### src/rtl/xbus_arbiter.sv
// xbus_arbiter: shares the single xbus slave port between two masters
// (m0 = CPU core, m1 = DMA / loader). Zero-latency grant, round-robin on
// ties, bounded tenure of MAX_HOLD cycles under contention, and a per-master
// lock that stretches an existing tenure for atomic sequences.
module xbus_arbiter #(
  parameter int MAX_HOLD = 8
) (
  input  logic        clk,
  input  logic        rst,
  input  logic        m0_req,
  input  logic        m0_lock,
  input  logic        m0_we,
  input  logic [3:0]  m0_be,
  input  logic [31:0] m0_addr,
  input  logic [31:0] m0_wdata,
  output logic        m0_gnt,
  output logic [31:0] m0_rdata,
  input  logic        m1_req,
  input  logic        m1_lock,
  input  logic        m1_we,
  input  logic [3:0]  m1_be,
  input  logic [31:0] m1_addr,
  input  logic [31:0] m1_wdata,
  output logic        m1_gnt,
  output logic [31:0] m1_rdata,
  output logic        xbus_as,
  output logic        xbus_we,
  output logic [3:0]  xbus_be,
  output logic [31:0] xbus_addr,
  output logic [31:0] xbus_wdata,
  input  logic [31:0] xbus_rdata
);

  localparam int HW = $clog2(MAX_HOLD + 1);
  localparam logic [HW-1:0] HOLD_MAX = HW'(MAX_HOLD);
  localparam logic [HW-1:0] HOLD_ONE = HW'(1);

  typedef enum logic [1:0] {IDLE, OWN0, OWN1} state_t;

  state_t        state;
  state_t        state_nxt;
  logic          last;
  logic [HW-1:0] hold_cnt;
  logic          gnt0;
  logic          gnt1;
  logic          tenure_open;

  // The current owner may keep the bus while it is locked, while nobody else
  // is asking, or while its tenure has not yet reached MAX_HOLD.
  assign tenure_open = (hold_cnt < HOLD_MAX);

  // Grant decision and next owner; reset suppresses any grant in its cycle.
  always_comb begin
    gnt0      = 1'b0;
    gnt1      = 1'b0;
    state_nxt = IDLE;
    if (!rst) begin
      unique case (state)
        OWN0: begin
          if (m0_req) begin
            if (m0_lock || !m1_req || tenure_open) gnt0 = 1'b1;
            else                                   gnt1 = 1'b1;
          end else if (m1_req) begin
            gnt1 = 1'b1;
          end
        end
        OWN1: begin
          if (m1_req) begin
            if (m1_lock || !m0_req || tenure_open) gnt1 = 1'b1;
            else                                   gnt0 = 1'b1;
          end else if (m0_req) begin
            gnt0 = 1'b1;
          end
        end
        default: begin
          if (m0_req && m1_req) begin
            if (last) gnt0 = 1'b1;
            else      gnt1 = 1'b1;
          end else if (m0_req) begin
            gnt0 = 1'b1;
          end else if (m1_req) begin
            gnt1 = 1'b1;
          end
        end
      endcase
      if (gnt0)      state_nxt = OWN0;
      else if (gnt1) state_nxt = OWN1;
    end
  end

  // Owner, last-served pointer and saturating tenure counter.
  always_ff @(posedge clk) begin
    if (rst) begin
      state    <= IDLE;
      last     <= 1'b1;
      hold_cnt <= '0;
    end else begin
      state <= state_nxt;
      if (gnt0 || gnt1) begin
        last <= gnt1;
        if ((gnt0 && state == OWN0) || (gnt1 && state == OWN1)) begin
          if (hold_cnt != HOLD_MAX) hold_cnt <= hold_cnt + HOLD_ONE;
        end else begin
          hold_cnt <= HOLD_ONE;
        end
      end else begin
        hold_cnt <= '0;
      end
    end
  end

  // Steer the granted master onto the slave port; everything is 0 when idle.
  always_comb begin
    m0_gnt     = gnt0;
    m1_gnt     = gnt1;
    xbus_as    = gnt0 | gnt1;
    xbus_we    = 1'b0;
    xbus_be    = 4'h0;
    xbus_addr  = 32'h0;
    xbus_wdata = 32'h0;
    m0_rdata   = 32'h0;
    m1_rdata   = 32'h0;
    if (gnt0) begin
      xbus_we    = m0_we;
      xbus_be    = m0_be;
      xbus_addr  = m0_addr;
      xbus_wdata = m0_wdata;
      m0_rdata   = xbus_rdata;
    end else if (gnt1) begin
      xbus_we    = m1_we;
      xbus_be    = m1_be;
      xbus_addr  = m1_addr;
      xbus_wdata = m1_wdata;
      m1_rdata   = xbus_rdata;
    end
  end

endmodule
### config.mk
export PLATFORM = sky130hd
export DESIGN_NAME = xbus_arbiter
export DESIGN_NICKNAME = d
export VERILOG_FILES = /design/src/rtl/xbus_arbiter.sv
export SDC_FILE = /design/constraint.sdc
export NUM_CORES = 1
export LEC_CHECK = 0
export CORE_AREA = 2 2 120 122
export CTS_CLUSTER_SIZE = 30
export DETAILED_ROUTE_END_ITERATION = 10
export DIE_AREA = 0 0 122 124
export GPL_TIMING_DRIVEN = 0
export PLACE_DENSITY = 0.59
export SETUP_SLACK_MARGIN = 0.2
export SYNTH_ARGS = -nofsm -noshare
export SYNTH_HDL_FRONTEND = slang
export SYNTH_SLANG_ARGS = --single-unit
export TNS_END_PERCENT = 10
### constraint.sdc
create_clock -name clk -period 2.37 [get_ports clk]
set_clock_uncertainty 0.15 [all_clocks]
set_input_delay 0.237 -clock clk [delete_from_list [all_inputs] [get_ports clk]]
set_output_delay 0.237 -clock clk [all_outputs]
set_load 0.005 [all_outputs]
==> results.py, run 1 <==
metrics = {
    "power": {
        "p_leak_uw": 0.00249,
        "comb_power_share_pct": 72.0,
        "p_per_area_nw_per_um2": 289,
        "p_seq_share_pct": 8.8,
        "internal_power_uw": 1090,
        "switchingPower_uw": 466,
        "netSwitchingFraction_pct": 30.1,
        "clock_power_share_pct": 19.2,
        "peakVddDrop_mv": 0.203,
    },
    "clock_network": {
        "cts_made_buffers": 3,
        "cts_tree": "yes",
        "clock-sinks": 7,
        "clk_pin_slew_ps": 40,
        "cts-root-buf": "clkbuf_16",
        "cts_buffer_depth": 2,
        "worstSkewPairLatency_ps": 240,
        "cts_htree_levels": 1,
    },
    "run": {
        "drv_cap": 0,
    },
    "status": {
        "status": "finished with violations",
        "violations": "setup timing",
    },
    "worst_setup_path": {
        "rrSetupSlack_ps": 230,
        "crit_chain": "inv_2 > ha_4 > and3b_2 > a32oi_4 > a2111oi_4 > buf_6 > buf_12 > buf_12 > buf_8 > buf_6 > a22o_1 > buf_2",
        "path_buf_inv": 7,
        "worstSetupPathType": "reg2out",
        "r2r_cells": 10,
        "worstSetupStartpointType": "register",
        "r2r_start": "state[0]",
        "rr_endpoint": "hold_cnt[0]",
        "max_stage_delay_ps": 380,
        "cp_max_fo": 7,
        "crit_path_end_kind": "primary output",
        "slowest_stage": "a2111oi_4",
        "worst_ep_arrival_time_ps": 2440,
        "required_ps": 1980,
        "crit_family": "buffers and inverters",
    },
    "yosys": {
        "synth_compound_area_share_pct": 45.3,
        "synthArstFlopShare_pct": 0,
        "synth_top_family_by_area": "compound AO/OA/AOI/OAI gates",
        "ys_warn_count": 0,
        "synth_area_per_cell_um2": 8.03,
        "synth_mux_area_share_pct": 1.26,
        "synth_edf_count": 0,
        "yosysUniqueCellTypes": 34,
        "synth-simple-area-share_pct": 30.0,
        "syn_area_um2": 1690,
        "yosys_register_bits": 7,
        "synth_top_area_share_pct": 35.7,
        "synth_ff_type": "dfxtp_1",
        "yosys.area_share.adder_pct": 2.95,
        "netlist_instances": 211,
        "synth_fp_nets": 391,
        "ys_seq_area_share_pct": 8.27,
        "synth_xor_area_share_pct": 1.03,
        "synth.area.top_cells": "a22o_1 (36%), and2_1 (24%), dfxtp_1 (8.3%)",
        "synth_top_area_cell": "a22o_1",
    },
    "floorplanning": {
        "die-area_um2": 15100,
        "start_util_pct": 12.3,
        "fp.dieH_um": 124,
        "core_area_um2": 13700,
        "num_io_pins": 312,
        "rows": 43,
        "die_w_um": 122,
    },
    "sta": {
        "whs_ps": 442,
        "layout_setup_ws_ps": -460,
        "finalHoldViolations": 0,
        "setup_violations": 130,
        "slew_violations": 0,
        "period_share_pct": 119,
        "worst_pin_slew_ps": 340,
        "fmax_mhz": 353,
        "slew_headroom_pct": 77.1,
        "min_period_ps": 2830,
        "rsz0062_at_grt": "true",
    },
    "grt": {
        "grt_pass1_vias": 3235,
        "grt.total_usage_pct": 15.2,
        "grt_max_degree": 11,
        "overflow": 0,
        "antenna_found_initial": 0,
        "grt_pass1_wl_um": 18000,
    },
    "final_layout": {
        "final_area_um2": 5370,
        "area_growth_pct": 217,
        "final_util_pct": 39.2,
        "num-nets-final": 749,
        "drive_gt1_share_pct": 40.5,
        "diodes": 0,
    },
    "detailed_routing": {
        "drt_iter0_drc": 84,
        "drtAntennaViolNets": 0,
        "drc": 0,
        "vias": 3197,
        "avgViaCountPerCell": 4.27,
        "firstDrtPassIters": 5,
        "routed_wl_um": 12900,
        "wl_per_cell_um": 17.2,
    },
    "worst_hold_path": {
        "hold_depth": 2,
        "min_from": "hold_cnt[2]",
        "hold_class": "reg2reg",
        "worstHoldEndpoint": "hold_cnt[2]",
    },
    "place": {
        "pre_cts_slack_ps": -862,
        "place_area_um2": 5060,
        "portBuffers": 311,
        "gp_congestion": 0.727,
        "dpl.hpwl_um": 10100,
    },
}
[cell usage after synthesis (2+ instances only)]
master	number
buf_6	7
buf_2	5
nand3b_1	5
clkbuf_2	2
and3b_1	2
nand2_1	5
inv_1	4
o21ai_0	2
ha_1	4
a211oi_1	3
clkbuf_1	2
a21oi_1	3
o21ba_2	2
and2_1	64
a22o_1	69
buf_4	7
dfxtp_1	7
nand2b_1	2
[flip-flops by register name, summed over array words and instances, names as in the netlist]
register and count:
hold_cnt 4, last 1, state 2
[kinds of logic after synthesis]
group                    Yosys count
AO/OA/AOI/OAI                     87
XOR/XNOR                           2
AND/OR/NAND/NOR                   82
adder cells (fa/ha/maj)            4
buffers and inverters             27
flip-flops                         7
multiplexers                       2
[layout make-up]
class / count / area, um^2
fillers: 1420 / 8350
repair buffers: 353 / 3160
multi-input cells: 177 / 1460
plain buffers: 23 / 297
well taps: 180 / 225
flip-flops and latches: 7 / 143
clock buffers: 4 / 78.8
inverters: 4 / 15.0
[metrics by stage]
step / TNS, ps / power, uW / instances
floorplan: 0 / 469 / 211
global placement: -96560 / 1180 / 702
detailed placement: -98710 / 1180 / 702
CTS: -45960 / 1540 / 745
global route: -58460 / 1640 / 748
finish: -45010 / 1550 / 748
[what timing repair did]
action | in CTS | in global routing
gates cloned | 8 | 1
endpoints found under the setup margin | 136 | 137
hold buffers | 0 | 0
buffers inserted | 31 | 2
pin swaps | 35 | 30
gates resized for setup | 577 | 45
[power groups by stage]
stage | Sequential [uW] | Clock (uW) | Combinational, uW
final | 136 | 298 | 1120
after global routing | 138 | 309 | 1200
after CTS | 136 | 301 | 1100
after detailed placement | 137 | 0 | 1050
after global placement | 137 | 0 | 1040
after floorplan | 135 | 0 | 334
[cell usage in the layout (no fill, tap or decap), types with 2 or more instances in the layout]
| master | n |
|---|---|
| nand2_1 | 5 |
| dlygate4sd2_1 | 2 |
| clkdlybuf4s15_2 | 13 |
| buf_12 | 6 |
| and2_4 | 14 |
| a22o_1 | 69 |
| buf_6 | 34 |
| ha_1 | 2 |
| clkbuf_16 | 4 |
| buf_4 | 15 |
| a211oi_1 | 3 |
| clkbuf_8 | 4 |
| clkdlybuf4s50_1 | 175 |
| and2_1 | 50 |
| nand2b_1 | 2 |
| dfxtp_1 | 5 |
| nand3b_1 | 5 |
| buf_16 | 3 |
| inv_1 | 3 |
| dfxtp_2 | 2 |
| o21ai_0 | 2 |
| buf_8 | 14 |
| buf_2 | 108 |
| a21oi_1 | 2 |
[worst max path at each step]
stage / startpoint / cells after the start / slack, ps / to
2_1_floorplan: state[0] / 8 / 200 / xbus_addr[0]
3_3_place_gp: m1_req / 9 / -850 / m0_rdata[5]
3_5_place_dp: m1_req / 9 / -860 / m0_rdata[5]
4_1_cts: state[0] / 12 / -490 / m1_rdata[19]
5_1_grt: state[0] / 12 / -560 / xbus_addr[3]
6_report: state[0] / 12 / -460 / xbus_wdata[11]
[tightest hold or removal path, cell delays in order (launching register included)]
cell	delay [ps]
dfxtp_1	330
mux2_2	160
a211oi_1	40
[routing by layer]
metal | vias to the layer above | track usage [%] | wire length, um
li1 | 1515 | - | -
met1 | 1464 | 16.8 | 4540
met2 | 209 | 30.0 | 6830
met3 | 9 | 3.11 | 1380
met4 | 0 | 2.59 | 99
met5 | - | 0 | 0
(Power assumes the default switching activity.)
==> inputs of run 2 (changes only) <==
--- a/config.mk
+++ b/config.mk
@@ -6,6 +6,8 @@
 export NUM_CORES = 1
 export LEC_CHECK = 0
 export CORE_AREA = 2 2 120 122
+export CTS_BUF_LIST = sky130_fd_sc_hd__clkbuf_4 sky130_fd_sc_hd__clkbuf_8
+export CTS_CLUSTER_DIAMETER = 80
 export CTS_CLUSTER_SIZE = 30
 export DETAILED_ROUTE_END_ITERATION = 10
 export DIE_AREA = 0 0 122 124
==> run 2 against run 1 <==
Against the previous run: the flow still finishes with violations (setup timing); critical path depth unchanged; core utilization down 0.92 points; setup slack gained 10 ps; final area is 2.4% lower; die area unchanged; highest routed layer unchanged; global-route usage down 0.13 points; largest cell class unchanged; worst hold slack lost 40 ps; via count shrank 2.9%; non-clock buffer count down 3; sequential power is essentially flat.
==> results.py, run 2 (synthesized netlist as in run 1, its figures left out) <==
metrics = {
    "sta": {
        "period_share_pct": 119,
        "setup_violations": 123,
        "rsz0062_at_grt": "true",
        "slew_violations": 0,
        "layout_setup_ws_ps": -450,
        "fmax_mhz": 355,
        "finalHoldViolations": 0,
        "slew_headroom_pct": 74.7,
        "setup_tns_ps": -37560,
        "min_period_ps": 2820,
        "worst_pin_slew_ps": 378,
    },
    "place": {
        "place_area_um2": 5060,
        "pre_cts_slack_ps": -862,
        "gp_congestion": 0.727,
        "dpl.hpwl_um": 10100,
        "dp.cells": 702,
        "portBuffers": 311,
    },
    "worst_setup_path": {
        "slowest_stage": "a2111oi_4",
        "rr_endpoint": "state[1]",
        "r2r_cells": 9,
        "max_stage_delay_ps": 390,
        "worst_ep_arrival_time_ps": 2430,
        "crit_chain": "inv_2 > ha_4 > and3b_2 > a32oi_2 > a2111oi_4 > buf_6 > buf_12 > buf_12 > buf_8 > buf_6 > a22o_1 > buf_2",
        "r2r_start": "state[0]",
        "required_ps": 1980,
        "worstSetupStartpointType": "register",
        "path_buf_inv": 7,
        "rrSetupSlack_ps": 330,
        "crit_family": "buffers and inverters",
        "worstSetupPathType": "reg2out",
        "crit_path_end_kind": "primary output",
        "cp_max_fo": 7,
    },
    "worst_hold_path": {
        "hold_depth": 1,
        "worstHoldEndpoint": "last",
        "min_from": "last",
        "hold_class": "reg2reg",
    },
    "final_layout": {
        "diodes": 0,
        "nFillCells": 1424,
        "reg_top3": "hold_cnt x4, state x2, last x1",
        "final_cell_mix": "clkdlybuf4s50_1 (175), buf_2 (98), a22o_1 (69), and2_1 (55), buf_6 (28)",
        "largest_reg_flops": 4,
        "final_area_um2": 5250,
        "final_util_pct": 38.2,
        "stdcell_count": 745,
        "num-nets-final": 746,
        "area_growth_pct": 210,
        "drive_gt1_share_pct": 39.6,
        "regMostFlops": "hold_cnt",
        "layout_commonest_cell": "clkdlybuf4s50_1",
    },
    "grt": {
        "overflow": 0,
        "antenna_found_initial": 0,
        "grt.total_usage_pct": 15.1,
        "grtUsageMet1_pct": 16.6,
        "grt_pass1_wl_um": 17900,
        "grt_max_degree": 11,
        "grt_pass1_vias": 3226,
        "busiest_layer": "met2",
        "met3_usage_pct": 3.21,
        "use_met2_pct": 30.1,
    },
    "detailed_routing": {
        "drt_iter0_drc": 89,
        "avgViaCountPerCell": 4.17,
        "drc": 0,
        "drtAntennaViolNets": 0,
        "wl_per_cell_um": 17.0,
        "vias": 3103,
        "firstDrtPassIters": 4,
        "routed_wl_um": 12700,
    },
    "clock_network": {
        "holdBufCountCts": 0,
        "cts_made_buffers": 3,
        "cts_tree": "yes",
        "clock-sinks": 7,
        "cts_htree_levels": 1,
        "cts_buffer_depth": 2,
        "clk_pin_slew_ps": 40,
        "worstSkewPairLatency_ps": 220,
        "cts-root-buf": "clkbuf_8",
    },
    "floorplanning": {
        "rows": 43,
        "die-area_um2": 15100,
        "num_io_pins": 312,
        "core_area_um2": 13700,
        "die_w_um": 122,
        "fp.dieH_um": 124,
        "start_util_pct": 12.3,
    },
    "power": {
        "p_per_area_nw_per_um2": 267,
        "p_leak_uw": 0.00241,
        "peakVddDrop_mv": 0.144,
    },
    "status": {
        "violations": "setup timing",
        "status": "finished with violations",
    },
    "run": {
        "drv_cap": 0,
    },
}
==> run 2: cell types whose count changed in the layout (fill, tap and decap cells not counted), moves of 2 or more <==
| cell | change |
|---|---|
| clkdlybuf4s15_2 | +11 |
| buf_2 | -10 |
| clkbuf_2 | +7 |
| buf_6 | -6 |
| and2_1 | +5 |
| and2_4 | -5 |
| buf_4 | +5 |
| clkbuf_16 | -4 |
| buf_8 | -3 |
| buf_12 | -2 |
==> run 2: timing repair <==
action | 4_1_cts | 5_1_grt
pin swaps | 33 | 15
buffers inserted | 31 | 1
cloned | 7 | 0
gates resized for setup | 564 | 27
setup endpoints to repair | 136 | 136
==> run 2: where the power goes <==
group	switching, uW	total [uW]	internal [uW]	leakage, uW
logic	375	1090	710	0.00233
clock network	49.8	177	128	0.0000262
registers	8.09	136	128	0.0000580
total	433	1400	966	0.00241
==> run 2: how the worst max path moves through the flow <==
stage                                 to  startpoint  depth (start not counted)  slack (ps)
final                     xbus_wdata[11]    state[0]                         12        -450
after CTS                 xbus_wdata[11]    state[0]                         12        -440
after global placement       m0_rdata[5]      m1_req                          9        -850
after global routing        xbus_addr[3]    state[0]                         12        -550
after floorplan             xbus_addr[0]    state[0]                          8         200
after detailed placement     m0_rdata[5]      m1_req                          9        -860
==> run 2: metrics by stage <==
step	hold slack, ps	power, uW
after floorplan	160	469
after global placement	344	1180
after detailed placement	370	1180
after CTS	380	1410
after global routing	434	1490
final	402	1400
==> run 2: layer usage <==
metal / wire length (um) / share of wire, %
met2: 6760 / 53
met5: 0 / 0
met1: 4640 / 37
met4: 64 / 0.50
met3: 1240 / 9.7
==> run 2: area by class of cell <==
type / instances / area [um^2] / share of cell area [%]
multi-input cells: 177 / 1440 / 27.4
repair buffers: 350 / 3080 / 58.8
inverters: 4 / 15.0 / 0.286
clock buffers: 4 / 48.8 / 0.930
well taps: 180 / 225 / 4.29
flip-flops and latches: 7 / 143 / 2.72
plain buffers: 23 / 293 / 5.58
==> inputs of run 3 (changes only) <==
==> config.mk (replaced) <==
export PLATFORM = sky130hd
export DESIGN_NAME = xbus_arbiter
export DESIGN_NICKNAME = d
export VERILOG_FILES = /design/src/rtl/xbus_arbiter.sv
export SDC_FILE = /design/constraint.sdc
export NUM_CORES = 1
export LEC_CHECK = 0
export CORE_AREA = 2 2 122 124
export CTS_BUF_LIST = sky130_fd_sc_hd__clkbuf_4 sky130_fd_sc_hd__clkbuf_8
export CTS_CLUSTER_DIAMETER = 80
export CTS_CLUSTER_SIZE = 30
export DETAILED_ROUTE_END_ITERATION = 10
export DIE_AREA = 0 0 124 126
export GPL_TIMING_DRIVEN = 0
export PLACE_DENSITY = 0.55
export SETUP_SLACK_MARGIN = 0.2
export SYNTH_ARGS = -nofsm -noshare
export SYNTH_HDL_FRONTEND = slang
export SYNTH_SLANG_ARGS = --single-unit
export TNS_END_PERCENT = 100
==> constraint.sdc (replaced) <==
create_clock -name clk -period 3.45 [get_ports clk]
set_clock_uncertainty 0.15 [all_clocks]
set_input_delay 0.345 -clock clk [delete_from_list [all_inputs] [get_ports clk]]
set_output_delay 0.345 -clock clk [all_outputs]
set_load 0.005 [all_outputs]
==> run 3 against run 2 <==
Against the previous run: the flow now finishes without violations; sequential power is 32% lower; wire length is 5.8% lower; first-iteration DRC count is 31% lower; non-clock buffer count is 29 lower; combinational power is 33% lower; register-to-register slack better by 1000 ps; critical path type unchanged; largest power group unchanged.
==> results.py, run 3 (synthesized netlist as in run 1, its figures left out) <==
metrics = {
    "status": {
        "status": "finished clean",
    },
    "detailed_routing": {
        "drtAntennaViolNets": 0,
        "vias": 2981,
        "drt_iter0_drc": 61,
        "avgViaCountPerCell": 4.14,
        "routed_wl_um": 12000,
        "firstDrtPassIters": 4,
        "wl_per_cell_um": 16.6,
        "drc": 0,
    },
    "clock_network": {
        "cts_made_buffers": 3,
        "holdBufCountCts": 0,
        "clk_pin_slew_ps": 40,
        "cts_htree_levels": 1,
        "cts_buffer_depth": 2,
        "clock-sinks": 7,
        "cts_tree": "yes",
        "worstSkewPairLatency_ps": 230,
        "cts-root-buf": "clkbuf_8",
    },
    "floorplanning": {
        "die-area_um2": 15600,
        "die_w_um": 124,
        "num_io_pins": 312,
        "rows": 44,
        "start_util_pct": 11.8,
        "fp.dieH_um": 126,
        "core_area_um2": 14300,
    },
    "place": {
        "dpl.hpwl_um": 10000,
        "gp_congestion": 0.942,
        "portBuffers": 311,
    },
    "sta": {
        "fmax_mhz": 315,
        "slew_headroom_pct": 70.0,
        "rsz0062_at_grt": "true",
        "period_share_pct": 92.1,
        "slew_violations": 0,
        "min_period_ps": 3180,
        "whs_ps": 376,
        "setup_violations": 0,
        "worst_pin_slew_ps": 451,
        "setup_tns_ps": 0,
        "finalHoldViolations": 0,
    },
    "final_layout": {
        "regMostFlops": "hold_cnt",
        "largest_reg_flops": 4,
        "area_growth_pct": 224,
        "layout_commonest_cell": "clkdlybuf4s50_1",
        "reg_top3": "hold_cnt x4, state x2, last x1",
        "num-nets-final": 717,
        "drive_gt1_share_pct": 8.96,
        "final_cell_mix": "clkdlybuf4s50_1 (235), dlymetal6s2s_1 (69), a22o_1 (68), and2_1 (64), buf_4 (12)",
        "diodes": 0,
    },
    "grt": {
        "met3_usage_pct": 2.76,
        "busiest_layer": "met2",
        "overflow": 0,
        "grt_max_degree": 11,
        "grt_pass1_wl_um": 16400,
        "use_met2_pct": 26.3,
        "grtUsageMet1_pct": 14.1,
        "antenna_found_initial": 0,
        "grt.total_usage_pct": 13.5,
        "grt_pass1_vias": 3045,
    },
    "worst_setup_path": {
        "worstSetupStartpointType": "register",
        "cp_max_fo": 10,
        "r2r_start": "state[0]",
        "worst_ep_arrival_time_ps": 2680,
        "required_ps": 2950,
        "rrSetupSlack_ps": 1340,
        "crit_path_end_kind": "primary output",
        "rr_endpoint": "hold_cnt[0]",
        "worstSetupPathType": "reg2out",
        "r2r_cells": 9,
    },
    "worst_hold_path": {
        "hold_class": "reg2reg",
        "hold_depth": 1,
        "worstHoldEndpoint": "last",
        "min_from": "last",
    },
    "run": {
        "drv_cap": 0,
    },
    "power": {
        "p_per_area_nw_per_um2": 172,
        "peakVddDrop_mv": 0.0909,
        "p_leak_uw": 0.00317,
    },
}
[run 3: cell count changes in the layout (fill, tap and decap cells not counted), moves of 23 or more]
cell	previous run	this run
buf_6	28	5
clkdlybuf4s50_1	175	235
dlymetal6s2s_1	0	69
buf_2	98	4
clkdlybuf4s15_2	24	0
[run 3: report_power, final]
group          switching [uW]  leakage [uW]  total [uW]  internal (uW)
combinational             233       0.00308         729            495
sequential               5.77     0.0000573        93.0           87.3
clock                    34.4     0.0000262         122           87.7
total                     274       0.00317         944            670
[run 3: worst max-delay path by stage]
stage	endpoint	start
6_report	xbus_addr[13]	state[0]
3_3_place_gp	m0_rdata[21]	m0_req
4_1_cts	xbus_addr[4]	state[0]
2_1_floorplan	m1_rdata[12]	state[0]
3_5_place_dp	m0_rdata[13]	m0_req
5_1_grt	xbus_addr[25]	state[0]
[run 3: layout make-up]
class / instances / area, um^2
multi-input combinational: 177 / 1420
clock buffer: 4 / 48.8
sequential: 7 / 140
inverter: 4 / 15.0
buffer: 23 / 248
tap: 184 / 230
timing repair buffer: 321 / 3390
fill: 1421 / 8820
[run 3: what timing repair did]
| action | 4_1_cts | 5_1_grt |
|---|---|---|
| resized for setup | 21 | 90 |
| cloned | 0 | 2 |
| endpoints found under the setup margin | 134 | 117 |
| pin swaps | 3 | 5 |
| setup buffers | 1 | 7 |
[run 3: stage by stage]
stage / instances / power (uW) / setup slack, ps / utilization (%) / cell area [um^2]
global route: 720 / 1010 / 152 / 38.4 / 5490
finish: 720 / 944 / 274 / 38.4 / 5490
floorplan: 211 / 316 / 1010 / - / 1690
global placement: 706 / 798 / -55.4 / 35.2 / 5040
CTS: 711 / 943 / 175 / 36.0 / 5150
detailed placement: 706 / 800 / -86.5 / 35.2 / 5040
[run 3: critical path: stages, from the launching register on]
cell	delay (ps)
dfxtp_1	330
inv_1	70
ha_4	240
and3b_1	250
a32oi_2	90
a2111oi_4	380
buf_6	180
clkbuf_16	150
buf_8	120
a22o_1	140
clkdlybuf4s50_1	510
[run 3: layer usage]
layer	routed length, um	share of wire, %
met1	4220	35
met5	0	0
met3	1120	9.3
met4	273	2.3
met2	6360	53
